### src/rtl/axis_chk_lfsr.sv
// Free-running 16-bit Fibonacci LFSR (taps 16,14,13,11) used for backpressure.
module axis_chk_lfsr #(
    parameter logic [15:0] SEED = 16'hACE1
) (
    input  logic        clk,
    input  logic        rst,
    output logic [15:0] lfsr
);

    logic feedback;

    assign feedback = lfsr[15] ^ lfsr[13] ^ lfsr[12] ^ lfsr[10];

    always_ff @(posedge clk or posedge rst) begin
        if (rst) begin
            lfsr <= SEED;
        end else begin
            lfsr <= {lfsr[14:0], feedback};
        end
    end

endmodule

### config.mk
export PLATFORM = sky130hd
export DESIGN_NAME = axis_chk_lfsr
export DESIGN_NICKNAME = d
export VERILOG_FILES = /design/src/rtl/axis_chk_lfsr.sv
export SDC_FILE = /design/constraint.sdc
export NUM_CORES = 1
export LEC_CHECK = 0
export BUFFER_PORTS_ARGS = -buffer_cell sky130_fd_sc_hd__buf_2
export CAP_MARGIN = 10
export CORE_MARGIN = 10
export CORE_UTILIZATION = 25
export DETAILED_ROUTE_END_ITERATION = 6
export MAX_ROUTING_LAYER = met4
export PLACE_DENSITY = 0.5
export SLEW_MARGIN = 5
export SYNTH_ARGS = -nofsm -noshare
export SYNTH_HDL_FRONTEND = slang
export SYNTH_SLANG_ARGS = --single-unit
### constraint.sdc
create_clock -name clk -period 2.7 [get_ports clk]
set_clock_uncertainty 0.15 [all_clocks]
set_input_delay 0.27 -clock clk [delete_from_list [all_inputs] [get_ports clk]]
set_output_delay 0.27 -clock clk [all_outputs]
set_load 0.02 [all_outputs]
==> impl_metrics.tcl <==
set metrics [dict create \
    initial_utilization_pct 26.07 \
    yosys-top-cells-area "dfstp_2 48%, dfrtp_1 45%, xnor2_1 4.0%, xor2_1 2.0%, inv_1 0.85%" \
    crit_end "lfsr[13]" \
    powerDensity_mw_per_mm2 666.0 \
    critPathKind "reg -> out" \
    slowest_stage "dfstp_2" \
    max_stage_delay_ps 560 \
    cp_top_family "flip-flops" \
    tritoncts "yes" \
    final_nets 45 \
    post-route-drc-count 0 \
    grt_overflow 0 \
    yosys.area_share.adder_pct 0 \
    final.fill_count 177 \
    rsz0062_at_grt "false" \
    syn-cell-area_um2 440.4 \
    hold_viol 0 \
    io_buffers 17 \
    synthXorXnorAreaFrac_pct 5.966 \
    grt_max_degree 17 \
    root_buffer "clkbuf_4" \
    timing.fmax_mhz 706.7 \
    ir_worst_vdd_v 0.0003410 \
    p_int_uw 323.6 \
    wl_um 818 \
    synth_top_family_by_area "XOR/XNOR gates" \
    ys_seq_elements 16 \
    cp_cell_sequence "buf_2" \
    num_rows 15 \
    status "finished clean" \
    setup-violations-final 0 \
    ys_warn_count 0 \
    tightest_slew_ps 562.8 \
    end_kind "output port" \
    die-area_mm2 0.003840 \
    gp_congestion 0.6408 \
    path_max_fanout 3 \
    setup.worst_path.start "lfsr[13]$_DFF_PP1_" \
    reg2reg_slack_ps 1590 \
    netlist_top_cells_count "8 x dfrtp_1, 8 x dfstp_2, 2 x xnor2_1" \
    r2r_end "lfsr[0]$_DFF_PP1_" \
    maxCapViolations 0 \
    p_comb_share_pct 1.5 \
    synth_simple_gate_area_share_pct 0 \
    n_antenna_cell 0 \
    clk_latency_ps 270 \
    track_usage_pct 5.198 \
    vias 230 \
    synth_compound_gate_area_share_pct 0 \
    r2r_start "lfsr[10]$_DFF_PP1_" \
    synth_async_sr_flop_share_pct 100.0 \
    postRouteAntennaNets 0 \
    crit_cells 1 \
    power_switching_uw 71.41 \
    io_pins 18 \
    synth_top_area_share_pct 47.73 \
    yosys.area.top_type "dfstp_2" \
    worstPathArrival_ps 1000 \
    post_drt_wl_per_cell_um 13.86 \
    p_leak_nw 0.3309 \
    drive_gt1_share_pct 69.05 \
    largestRegisters "lfsr (16)" \
    clk_pin_slew_ps 80 \
    crit_required_ps 2280 \
    numCtsBuffers 3 \
    slew_headroom_pct 62.44 \
    worstHoldStart "lfsr[6]$_DFF_PP1_" \
    avgSynthCellArea_um2 22.02 \
    yosysSeqAreaShare_pct 93.18 \
    synth_fp_nets 22 \
    critPathLaunchType "flop" \
    reg2reg_depth 2 \
    pwr-share-clk_pct 37.7 \
    die_h_um 61.97 \
    firstDrtPassIters 2 \
    grt_pass1_vias 287 \
    setup_tns_ps 0 \
    synthMuxAreaShare_pct 0 \
    hpwlAfterDp_um 624.8 \
    vias_per_cell 3.898 \
    grt_pass1_wl_um 1352 \
    htreeDepth 1 \
    holdCritPathClass "reg -> reg" \
    yosys.cell_types.count 5 \
    largest_register_ff_count 16 \
    core_region_area_mm2 0.001689 \
    drt_iter0_drc 2 \
    postSynthCellCount 20 \
    synth_edf_count 0 \
    switching_share_pct 18.08 \
    period_needed_ps 1415 \
    fin_crit_sh_pct 52.41 \
    regMostFlops "lfsr" \
    cts_resized 0 \
    multi_input_area_um2 26.28 \
    cp.buffers_inverters 1 \
    hold_slack_ps 219.4 \
    seqCellArea_um2 410.4 \
    cts_sinks 16 \
    slew_violations 0 \
    cts_buffer_depth 2 \
    synth_ff_type "dfstp_2" \
    antenna_found_initial 0 \
    sequentialPowerShare_pct 60.8 \
    area_delta_synth_final_pct 34.66 \
    fp.dieW_um 61.97 \
]
## metrics by stage
step	total power, mW	setup slack, ps	util (%)	instance area (um2)	cells
floorplan	0.2478	1591	-	440.4	20
detailed placement	0.2495	1581	32.37	546.8	54
global placement	0.2491	1590	32.37	546.8	54
finish	0.3950	1285	35.11	593.1	59
CTS	0.4025	1260	35.11	593.1	59
global route	0.4176	1231	35.11	593.1	59
## area by class of cell
type | instances | share of cell area, %
repair buffers | 18 | 16.03
flip-flops and latches | 16 | 69.20
multi-input cells | 3 | 4.430
well taps | 17 | 3.586
inverters | 1 | 0.6329
clock buffers | 4 | 6.118
## logic make-up after synthesis
logic type	count (synthesis)
xor gates and xnor gates	3
DFF	16
buffers and inverters	1
## metal layers
metal / vias to the layer above / GRT usage (%) / share of wire, %
met1: 107 / 6.325 / 49
li1: 103 / - / -
met5: - / - / 0
met2: 20 / 6.140 / 33
met3: 0 / 4.675 / 18
met4: 0 / 0.9554 / 0
## power by group through the flow
stage          clock, mW  combinational, mW  sequential (mW)
2_1_floorplan          0            0.00352            0.244
3_3_place_gp           0            0.00475            0.244
3_5_place_dp           0            0.00521            0.244
4_1_cts            0.156            0.00647            0.240
5_1_grt            0.170            0.00694            0.240
6_report           0.149            0.00599            0.240
## how the worst min path moves through the flow
stage | endpoint | depth (start not counted) | slack, ps
final | lfsr[7]$_DFF_PP1_ | 0 | 220
after global routing | lfsr[6]$_DFF_PP1_ | 0 | 230
after CTS | lfsr[6]$_DFF_PP1_ | 0 | 220
after detailed placement | lfsr[9]$_DFF_PP0_ | 2 | 200
after global placement | lfsr[12]$_DFF_PP0_ | 2 | 170
after floorplan | lfsr[12]$_DFF_PP0_ | 1 | 30
## layout by cell type, fill, tap and decap left out, drive strengths merged
master / instances
inv: 1
xor2: 1
dlygate4sd3: 1
clkbuf: 4
xnor2: 2
dfstp: 8
dfrtp: 8
buf: 17
## repair_timing
item / in CTS / in global routing
hold endpoints to repair: 8 / 0
buffers inserted: 0 / 0
hold buffers: 1 / 0
Note: power is estimated with default switching activity, not from simulation.
